## config.mk

```make
export PLATFORM = sky130hd
export DESIGN_NAME = button_conditioner_flat
export DESIGN_NICKNAME = d
export VERILOG_FILES = /design/src/rtl/button_conditioner_pkg.sv /design/src/rtl/button_conditioner_if.sv /design/src/rtl/button_conditioner_channel.sv /design/src/rtl/button_conditioner.sv /design/src/flat_wrapper.sv
export SDC_FILE = /design/constraint.sdc
export NUM_CORES = 1
export LEC_CHECK = 0
export BUFFER_PORTS_ARGS = -buffer_cell sky130_fd_sc_hd__buf_2
export CORE_MARGIN = 2
export CORE_UTILIZATION = 60
export DETAILED_ROUTE_END_ITERATION = 10
export PLACE_DENSITY = 0.78
export SLEW_MARGIN = 20
export SYNTH_ARGS = -nofsm -noshare
export SYNTH_HDL_FRONTEND = slang
export SYNTH_SLANG_ARGS = --single-unit
```

## constraint.sdc

```tcl
create_clock -name clk -period 3.1 [get_ports clk]
set_input_delay 0.31 -clock clk [delete_from_list [all_inputs] [get_ports clk]]
set_output_delay 0.31 -clock clk [all_outputs]
set_load 0.01 [all_outputs]
```

## src/rtl/button_conditioner_pkg.sv

```systemverilog
// Shared Pong definitions: button channel FSM states, button indices and debounce defaults.
package pong_pkg;

    localparam int unsigned N_BTN_DEFAULT           = 32'd5;
    localparam int unsigned DEBOUNCE_CYCLES_DEFAULT = 32'd1_000_000;

    localparam int unsigned BTN_C = 32'd0;
    localparam int unsigned BTN_U = 32'd1;
    localparam int unsigned BTN_D = 32'd2;
    localparam int unsigned BTN_L = 32'd3;
    localparam int unsigned BTN_R = 32'd4;

    typedef enum logic [1:0] {
        CH_IDLE         = 2'd0,
        CH_PRESS_WAIT   = 2'd1,
        CH_HELD         = 2'd2,
        CH_RELEASE_WAIT = 2'd3
    } chan_state_e;

    // Debounce counter width; a one-bit floor keeps degenerate parameters legal.
    function automatic int unsigned cnt_width(input int unsigned cycles);
        int unsigned w;
        w = $clog2(cycles);
        return (w < 32'd1) ? 32'd1 : w;
    endfunction

endpackage

```

## src/rtl/button_conditioner_if.sv

```systemverilog
// Button bundle between the board pins and the Pong game logic.
interface button_conditioner_if #(
    parameter int unsigned N_BTN = 32'd5
);
    logic [N_BTN-1:0] btn_raw;
    logic [N_BTN-1:0] btn_level;
    logic [N_BTN-1:0] btn_press;
    logic [N_BTN-1:0] btn_release;

    modport master (
        output btn_raw,
        input  btn_level,
        input  btn_press,
        input  btn_release
    );

    modport slave (
        input  btn_raw,
        output btn_level,
        output btn_press,
        output btn_release
    );
endinterface

```

## src/rtl/button_conditioner_channel.sv

```systemverilog
// One button: 2-FF synchroniser, debounce FSM with stability counter, registered level and pulses.
module debounce_channel
    import pong_pkg::*;
#(
    parameter int unsigned DEBOUNCE_CYCLES = DEBOUNCE_CYCLES_DEFAULT
) (
    input  logic clk,
    input  logic reset_n,
    input  logic i_raw,
    output logic o_level,
    output logic o_press,
    output logic o_release
);

    localparam int unsigned    CW       = cnt_width(DEBOUNCE_CYCLES);
    localparam logic [CW-1:0]  CNT_ZERO = '0;
    localparam logic [CW-1:0]  CNT_ONE  = CW'(32'd1);
    localparam logic [CW-1:0]  CNT_LAST = CW'(DEBOUNCE_CYCLES - 32'd1);

    logic        r_sync1;
    logic        r_sync2;
    chan_state_e r_state;
    logic [CW-1:0] r_cnt;
    logic        r_level;
    logic        r_press;
    logic        r_release;

    chan_state_e w_state_nxt;
    logic [CW-1:0] w_cnt_nxt;
    logic        w_level_nxt;
    logic        w_press_nxt;
    logic        w_release_nxt;

    // Two-stage synchroniser for the asynchronous pin.
    always_ff @(posedge clk) begin
        if (!reset_n) begin
            r_sync1 <= 1'b0;
            r_sync2 <= 1'b0;
        end else begin
            r_sync1 <= i_raw;
            r_sync2 <= r_sync1;
        end
    end

    // Next-state logic: any opposite sample during a WAIT state abandons the candidate level.
    always_comb begin
        w_state_nxt   = r_state;
        w_cnt_nxt     = r_cnt;
        w_level_nxt   = r_level;
        w_press_nxt   = 1'b0;
        w_release_nxt = 1'b0;
        case (r_state)
            CH_IDLE: begin
                if (r_sync2) begin
                    w_state_nxt = CH_PRESS_WAIT;
                    w_cnt_nxt   = CNT_ONE;
                end else begin
                    w_cnt_nxt   = CNT_ZERO;
                end
            end
            CH_PRESS_WAIT: begin
                if (!r_sync2) begin
                    w_state_nxt = CH_IDLE;
                    w_cnt_nxt   = CNT_ZERO;
                end else if (r_cnt == CNT_LAST) begin
                    w_state_nxt = CH_HELD;
                    w_cnt_nxt   = CNT_ZERO;
                    w_level_nxt = 1'b1;
                    w_press_nxt = 1'b1;
                end else begin
                    w_cnt_nxt   = r_cnt + CNT_ONE;
                end
            end
            CH_HELD: begin
                if (!r_sync2) begin
                    w_state_nxt = CH_RELEASE_WAIT;
                    w_cnt_nxt   = CNT_ONE;
                end else begin
                    w_cnt_nxt   = CNT_ZERO;
                end
            end
            CH_RELEASE_WAIT: begin
                if (r_sync2) begin
                    w_state_nxt = CH_HELD;
                    w_cnt_nxt   = CNT_ZERO;
                end else if (r_cnt == CNT_LAST) begin
                    w_state_nxt   = CH_IDLE;
                    w_cnt_nxt     = CNT_ZERO;
                    w_level_nxt   = 1'b0;
                    w_release_nxt = 1'b1;
                end else begin
                    w_cnt_nxt     = r_cnt + CNT_ONE;
                end
            end
            default: begin
                w_state_nxt = CH_IDLE;
                w_cnt_nxt   = CNT_ZERO;
                w_level_nxt = 1'b0;
            end
        endcase
    end

    // FSM, counter and registered outputs.
    always_ff @(posedge clk) begin
        if (!reset_n) begin
            r_state   <= CH_IDLE;
            r_cnt     <= CNT_ZERO;
            r_level   <= 1'b0;
            r_press   <= 1'b0;
            r_release <= 1'b0;
        end else begin
            r_state   <= w_state_nxt;
            r_cnt     <= w_cnt_nxt;
            r_level   <= w_level_nxt;
            r_press   <= w_press_nxt;
            r_release <= w_release_nxt;
        end
    end

    assign o_level   = r_level;
    assign o_press   = r_press;
    assign o_release = r_release;

endmodule

```

## src/rtl/button_conditioner.sv

```systemverilog
// Conditions all push-buttons: one independent debounce channel per button bit.
module button_conditioner
    import pong_pkg::*;
#(
    parameter int unsigned N_BTN           = N_BTN_DEFAULT,
    parameter int unsigned DEBOUNCE_CYCLES = DEBOUNCE_CYCLES_DEFAULT
) (
    input  logic              clk,
    input  logic              reset_n,
    button_conditioner_if.slave btn_if
);

    logic [N_BTN-1:0] w_level;
    logic [N_BTN-1:0] w_press;
    logic [N_BTN-1:0] w_release;

    for (genvar g = 0; g < N_BTN; g++) begin : g_chan
        debounce_channel #(
            .DEBOUNCE_CYCLES (DEBOUNCE_CYCLES)
        ) u_chan (
            .clk       (clk),
            .reset_n   (reset_n),
            .i_raw     (btn_if.btn_raw[g]),
            .o_level   (w_level[g]),
            .o_press   (w_press[g]),
            .o_release (w_release[g])
        );
    end

    assign btn_if.btn_level   = w_level;
    assign btn_if.btn_press   = w_press;
    assign btn_if.btn_release = w_release;

endmodule

```

## src/flat_wrapper.sv

```systemverilog
// flat-port wrapper written by rule: the top's interface ports become plain ports
module button_conditioner_flat import pong_pkg::*;
#(
    parameter int unsigned N_BTN           = N_BTN_DEFAULT,
    parameter int unsigned DEBOUNCE_CYCLES = DEBOUNCE_CYCLES_DEFAULT
)
  (clk, reset_n, btn_if_btn_raw, btn_if_btn_level, btn_if_btn_press, btn_if_btn_release);
  button_conditioner_if #(.N_BTN(N_BTN)) btn_if_i ();
  input  logic clk;
  input  logic reset_n;
  input wire logic [$bits(btn_if_i.btn_raw)-1:0] btn_if_btn_raw;
  output wire logic [$bits(btn_if_i.btn_level)-1:0] btn_if_btn_level;
  output wire logic [$bits(btn_if_i.btn_press)-1:0] btn_if_btn_press;
  output wire logic [$bits(btn_if_i.btn_release)-1:0] btn_if_btn_release;
  assign btn_if_i.btn_raw = btn_if_btn_raw;
  assign btn_if_btn_level = btn_if_i.btn_level;
  assign btn_if_btn_press = btn_if_i.btn_press;
  assign btn_if_btn_release = btn_if_i.btn_release;
  button_conditioner #(.N_BTN(N_BTN), .DEBOUNCE_CYCLES(DEBOUNCE_CYCLES)) u_core (.clk(clk), .reset_n(reset_n), .btn_if(btn_if_i));
endmodule
```

==> results of run 1 <==
-- synthesized netlist by cell type (5+ instances only) --
| master | n |
|---|---|
| nor2b_1 | 7 |
| nand2_1 | 40 |
| or4_1 | 26 |
| o21bai_1 | 5 |
| and3_1 | 15 |
| ha_1 | 5 |
| nor3_1 | 13 |
| a21oi_1 | 42 |
| o21ai_0 | 30 |
| nor2_1 | 75 |
| nor4b_1 | 7 |
| or3_1 | 27 |
| or2_2 | 6 |
| xnor2_1 | 25 |
| clkbuf_1 | 19 |
| dfxtp_1 | 135 |
| xor2_1 | 33 |
| o21a_1 | 6 |
| buf_4 | 15 |
| o31ai_1 | 13 |
| nand4_1 | 23 |
| nand3_1 | 44 |
| inv_1 | 28 |
| and4_1 | 7 |
| and2_1 | 17 |
| nor4_1 | 7 |
-- cells by family (layout without fill, tap and decap cells) --
kind of cell,after synthesis,in the layout,synth area share
simple gates,327,327,0.297
flops,135,135,0.449
compound gates,108,108,0.109
buf+inv,65,85,0.0505
xor+xnor,58,58,0.0843
fa+ha+maj,5,5,0.0104
-- registers in the layout, summed over array words and instances (netlist names), named ones only --
register and flops:
u_core.g_chan.u_chan.r_sync1 5, u_core.g_chan.u_chan.r_sync2 5, u_core.g_chan.u_chan.o_level 5, u_core.g_chan.u_chan.r_state 5, u_core.g_chan.u_chan.r_cnt 100, u_core.g_chan.u_chan.o_release 5, u_core.g_chan.u_chan.o_press 5
-- critical path: stages, from the launching register on --
cell and delay (ns):
dfxtp_1 0.39, ha_1 0.24, nand2_1 0.11, or4_1 0.64
o2111ai_2 0.74, nor2_1 0.11
-- metal layers --
| layer | up-vias | GRT usage | wire (um) |
|---|---|---|---|
| met5 | - | 0 | 0 |
| met4 | 0 | 0.0888 | 119 |
| met3 | 11 | 0.0708 | 378 |
| met2 | 85 | 0.379 | 5830 |
| met1 | 2358 | 0.278 | 5400 |
| li1 | 2475 | - | - |
-- cells in the final DEF (no fill, tap or decap), drive strengths merged, types with 8 or more instances in the layout --
| cell type | netlist | final |
|---|---|---|
| a21oi | 42 | 42 |
| and2 | 17 | 17 |
| and3 | 15 | 15 |
| buf | 18 | 23 |
| clkbuf | 19 | 20 |
| dfxtp | 135 | 135 |
| inv | 28 | 29 |
| nand2 | 40 | 40 |
| nand3 | 44 | 44 |
| nand4 | 23 | 23 |
| nor2 | 75 | 75 |
| nor3 | 13 | 13 |
| o21ai | 32 | 32 |
| o31ai | 13 | 13 |
| or2 | 8 | 8 |
| or3 | 27 | 27 |
| or4 | 26 | 26 |
| xnor2 | 25 | 25 |
| xor2 | 33 | 33 |
-- power by group --
group	switching [mW]	leakage [nW]	internal (mW)
logic	0.0297	0.739	0.0224
registers	0.0124	1.09	1.75
clock network	0.751	0.287	1.26
-- final timing paths --
path                                       to  slack (ns)
min reg2reg   u_core.g_chan[3].u_chan.r_sync2        0.44
min           u_core.g_chan[2].u_chan.r_sync1        0.03
max reg2reg  u_core.g_chan[4].u_chan.r_cnt[7]        0.72
max          u_core.g_chan[4].u_chan.r_cnt[7]        0.72
-- final cells by class --
class | instances | area [um2] | share of cell area
well taps | 133 | 166 | 0.0247
multi-input cells | 498 | 3020 | 0.448
flip-flops and latches | 135 | 2700 | 0.402
clock inverters | 12 | 150 | 0.0223
inverters | 28 | 105 | 0.0156
repair buffers | 25 | 140 | 0.0208
clock buffers | 20 | 445 | 0.0662
-- what timing repair did --
item,4_1_cts,5_1_grt
hold buffers,2,0
endpoints found under the hold margin,2,0
resized for setup,0,0
-- stage by stage --
stage / cells / area, um2
after floorplan: 698 / 6020
after global placement: 817 / 6110
after detailed placement: 817 / 6110
after CTS: 851 / 6730
after global routing: 851 / 6730
final: 851 / 6730
==> run_results.csv, run 1 <==
group,metric,value,unit
floorplanning,core,9770,um2
sta,fin_crit,2.38,ns
floorplanning,die_w,104,um
run_status,status,"completed",
worst_setup_path,crit_path_start,"u_core.g_chan[4].u_chan.r_cnt[0]",
logic_synthesis,synthFlopType,"dfxtp_1",
floorplanning,initial_core_util,0.616,
placement,gp_congestion,0.809,
logic_synthesis,syn_area_per_cell,8.63,um2
power,power,3.83,mW
finish,fillCellCount,805,
power,leakage,2.12,nW
worst_setup_path,endpoint_kind,"flip-flop",
logic_synthesis,synthArstFlopShare,0,
drt,vias,4929,
floorplanning,ios,22,
clock_tree,cts_setup_buffers,0,
finish,drive_above_1_share,0.0877,
logic_synthesis,synth_seq_area_share,0.449,
sta,setup_tns,0,ns
worst_setup_path,crit_fanout,19,
floorplanning,die-area,10900,um2
worst_setup_path,critPathArrivalTime,2.76,ns
drt,remaining_drc_errors,0,
sta,clock_skew,0.00672,ns
global_route,grt_use_total,0.228,
drt,drtIter0Drc,278,
sta,max-slew-margin-rel,0.434,
finish,final_core_util,0.688,
worst_setup_path,worstRegToRegCells,5,
sta,setup_viol,0,
worst_setup_path,crit_type,"reg -> reg",
drt,vias_per_cell,5.79,
worst_setup_path,worstReg2RegStart,"u_core.g_chan[4].u_chan.r_cnt[0]",
sta,finalHoldViolCount,0,
placement,dp_hpwl,7870,um
logic_synthesis,yosys_warnings,0,
drt,drt_pass1_iterations,4,
logic_synthesis,synth_top_area_frac,0.449,
sta,worst_pin_slew,0.849,ns
sta,rsz0062_at_grt,"no",
logic_synthesis,synthCells,698,
finish,antenna_cells,0,
clock_tree,numCtsBuffers,17,
logic_synthesis,syn_nets,710,
hold_path,hp-start,"btn_if_btn_raw[2]",
power,p_per_area,570,nW/um2
global_route,first_global_vias,4649,
floorplanning,rows,36,
logic_synthesis,netlist_area,6020,um2
worst_setup_path,cp.required,3.48,ns
sta,max_freq,0.420,GHz
sta,fin_crit_sh,0.767,
logic_synthesis,ys_ff_latch,135,
clock_tree,cts.htree.levels,4,
clock_tree,clock-sinks,135,
worst_setup_path,critPathLaunchType,"flip-flop",
finish,area_growth,11.7,%
placement,place_ws,0.730,ns
global_route,grt_pass1_wl,20300,um
global_route,grt-ovfl-total,0,
clock_tree,path_clk_slew,0.06,ns
logic_synthesis,synth-edff-count,0,
hold_path,hold_class,"in -> reg",
global_route,antenna_found_initial,0,
job,drv_cap,0,
sta,whs,0.0328,ns
finish,layout.nets,717,
drt,routed_wirelength,11700,um
sta,fin_ws,0.721,ns
logic_synthesis,yosysTopAreaCell,"dfxtp_1",
power,vdd_drop_max,445,uV
clock_tree,cts_buffer_depth,2,
clock_tree,insertion_delay,0.53,ns
clock_tree,clockRootBuffer,"clkbuf_8",
logic_synthesis,synthDistinctLibCells,47,
logic_synthesis,ys_top_cells_by_area,"dfxtp_1 45%, xor2_1 4.8%, nor2_1 4.7%",
global_route,grt_max_degree,35,
placement,port_buffers,21,
clock_tree,cts_tree,"done",
drt,ant_nets,0,
sta,maxSlewViolCount,0,
drt,avgRoutedWirePerCell,13.8,um
hold_path,whs_path_depth,2,
floorplanning,die_h,104,um
(Power assumes the default switching activity.)
==> run 2: changes to the inputs <==
CORE_UTILIZATION = 55   (was 60)
PLACE_DENSITY = 0.75   (was 0.78)
clock period = 2 ns   (was 3.1 ns; I/O delays follow)
==> run 2 against run 1 <==
Net effect: the run now ends with setup timing left; sequential share of layout area is 2.8 points lower; global-route usage is 0.15 points lower; via count is 3.2% higher; die area is 8.7% higher; critical path depth is 1 higher; power is 58% higher; worst setup slack worse by 0.81 ns.
==> run_results.csv, run 2 (synthesis gave the netlist of run 1 again) <==
group,metric,value,unit
run_status,status,"finished with violations",
run_status,violations,"setup timing",
clock_tree,cts.htree.levels,4,
drt,vias,5087,
drt,ant_nets,0,
hold_path,whs_path_depth,2,
worst_setup_path,crit_type,"reg -> reg",
power,power,6.06,mW
finish,mostFrequentLayoutCell,"dfxtp_1",
sta,worst_pin_slew,0.467,ns
finish,antenna_cells,0,
sta,maxSlewViolCount,0,
clock_tree,cts_tree,"done",
power,leakage,2.42,nW
floorplanning,core,10700,um2
global_route,grt_use_total,0.227,
worst_setup_path,cp_cell_sequence,"or4b_1, or4_4, buf_6, o2111ai_4, buf_12, a21oi_1",
drt,routed_wirelength,12400,um
worst_setup_path,critPathLaunchType,"flip-flop",
floorplanning,die_w,109,um
drt,remaining_drc_errors,0,
global_route,grt_pass1_wl,21500,um
clock_tree,numCtsBuffers,17,
hold_path,hp-start,"reset_n",
sta,fin_crit,2.09,ns
sta,max_freq,0.479,GHz
finish,final_cell_area,7240,um2
floorplanning,die_h,109,um
clock_tree,clockRootBuffer,"clkbuf_8",
sta,max-slew-margin-rel,0.684,
power,vdd_drop_max,664,uV
drt,drt_pass1_iterations,5,
sta,rsz0062_at_grt,"yes",
floorplanning,initial_core_util,0.561,
clock_tree,cts_setup_buffers,0,
worst_setup_path,slowest_delay,0.54,ns
drt,drtIter0Drc,283,
sta,setup_viol,22,
finish,final_core_util,0.674,
finish,largest_register_ff_count,100,
worst_setup_path,critical-path-slowest-cell,"or4_4",
job,drv_cap,0,
placement,gp_congestion,0.815,
worst_setup_path,worst_r2r_endpoint,"u_core.g_chan[0].u_chan.r_cnt[17]",
drt,vias_per_cell,5.61,
finish,final_cell_mix,"132 x dfxtp_1, 75 x nor2_1, 44 x nand3_1, 43 x buf_4, 42 x a21oi_1",
worst_setup_path,worstRegToRegCells,6,
clock_tree,clock-sinks,135,
sta,whs,0.144,ns
drt,avgRoutedWirePerCell,13.7,um
finish,drive_above_1_share,0.156,
placement,dp_hpwl,8340,um
finish,layout.nets,766,
global_route,grt_max_degree,25,
sta,fin_crit_sh,1.04,
floorplanning,rows,38,
sta,fin_ws,-0.0872,ns
clock_tree,cts_buffer_depth,2,
sta,clock_skew,0.00532,ns
floorplanning,ios,22,
worst_setup_path,worstReg2RegStart,"u_core.g_chan[0].u_chan.r_cnt[15]",
global_route,first_global_vias,4893,
worst_setup_path,critPathArrivalTime,2.49,ns
worst_setup_path,crit_fanout,19,
finish,top_register,"u_core.g_chan.u_chan.r_cnt",
worst_setup_path,ff2ff_setup_slack,-0.09,ns
finish,area_growth,20.3,%
hold_path,hold_class,"in -> reg",
clock_tree,insertion_delay,0.53,ns
placement,placed_area,6530,um2
worst_setup_path,cp.required,2.41,ns
clock_tree,path_clk_slew,0.06,ns
global_route,grt-ovfl-total,0,
placement,port_buffers,21,
floorplanning,die-area,11800,um2
sta,finalHoldViolCount,0,
global_route,antenna_found_initial,0,
power,p_per_area,836,nW/um2
worst_setup_path,endpoint_kind,"flip-flop",
==> run 2: per-layer routing <==
| layer | track usage | up-vias | wire (um) |
|---|---|---|---|
| met2 | 0.379 | 82 | 6020 |
| met3 | 0.0496 | 15 | 482 |
| met5 | 0 | - | 0 |
| met4 | 0.101 | 0 | 192 |
| met1 | 0.282 | 2407 | 5710 |
| li1 | - | 2583 | - |
==> run 2: repair_timing <==
item | in CTS | in global routing
endpoints found under the hold margin | 5 | 0
endpoints found under the setup margin | 23 | 50
resized for setup | 2 | 8
hold buffers | 5 | 0
pin swaps | 2 | 0
==> run 2: critical path, delay by kind of cell, from the launching register on <==
family          cells  cell delay (ns)
flops               1             0.31
compound gates      2             0.26
buf+inv             2             0.32
simple gates        2             1.06
==> run 2: worst max path at each step <==
| stage | start | to | slack (ns) | cells after the start |
|---|---|---|---|---|
| global route | u_core.g_chan[0].u_chan.r_cnt[15] | u_core.g_chan[0].u_chan.r_cnt[16] | -0.14 | 6 |
| CTS | u_core.g_chan[0].u_chan.r_cnt[15] | u_core.g_chan[0].u_chan.r_cnt[17] | -0.09 | 6 |
| finish | u_core.g_chan[0].u_chan.r_cnt[15] | u_core.g_chan[0].u_chan.r_cnt[17] | -0.09 | 6 |
| global placement | u_core.g_chan[0].u_chan.r_cnt[15] | u_core.g_chan[0].u_chan.r_cnt[18] | -0.06 | 6 |
| floorplan | u_core.g_chan[0].u_chan.r_cnt[15] | u_core.g_chan[0].u_chan.o_level | -0.13 | 5 |
| detailed placement | u_core.g_chan[0].u_chan.r_cnt[15] | u_core.g_chan[0].u_chan.r_cnt[16] | -0.1 | 6 |
==> run 2: final cells by class <==
cell class                      instances  area [um2]
Inverter                               28         105
Fill cell                             888        3500
Clock buffer                           25         514
Multi-Input combinational cell        498        3070
Timing Repair Buffer                   74         561
Tap cell                              140         175
Sequential cell                       135        2710
Clock inverter                          7         113
==> run 2: report_power, final <==
group	internal, mW	switching [mW]	leakage (nW)
clock	2.13	1.11	0.310
combinational	0.0419	0.0476	1.02
sequential	2.71	0.0190	1.09
==> run 2: per-stage QoR <==
stage	TNS [ns]	setup slack [ns]	cells
floorplan	-0.823	-0.127	698
CTS	-1.28	-0.0855	907
global placement	-1.13	-0.0599	870
global route	-2.75	-0.144	907
finish	-1.29	-0.0872	907
detailed placement	-1.73	-0.0998	870
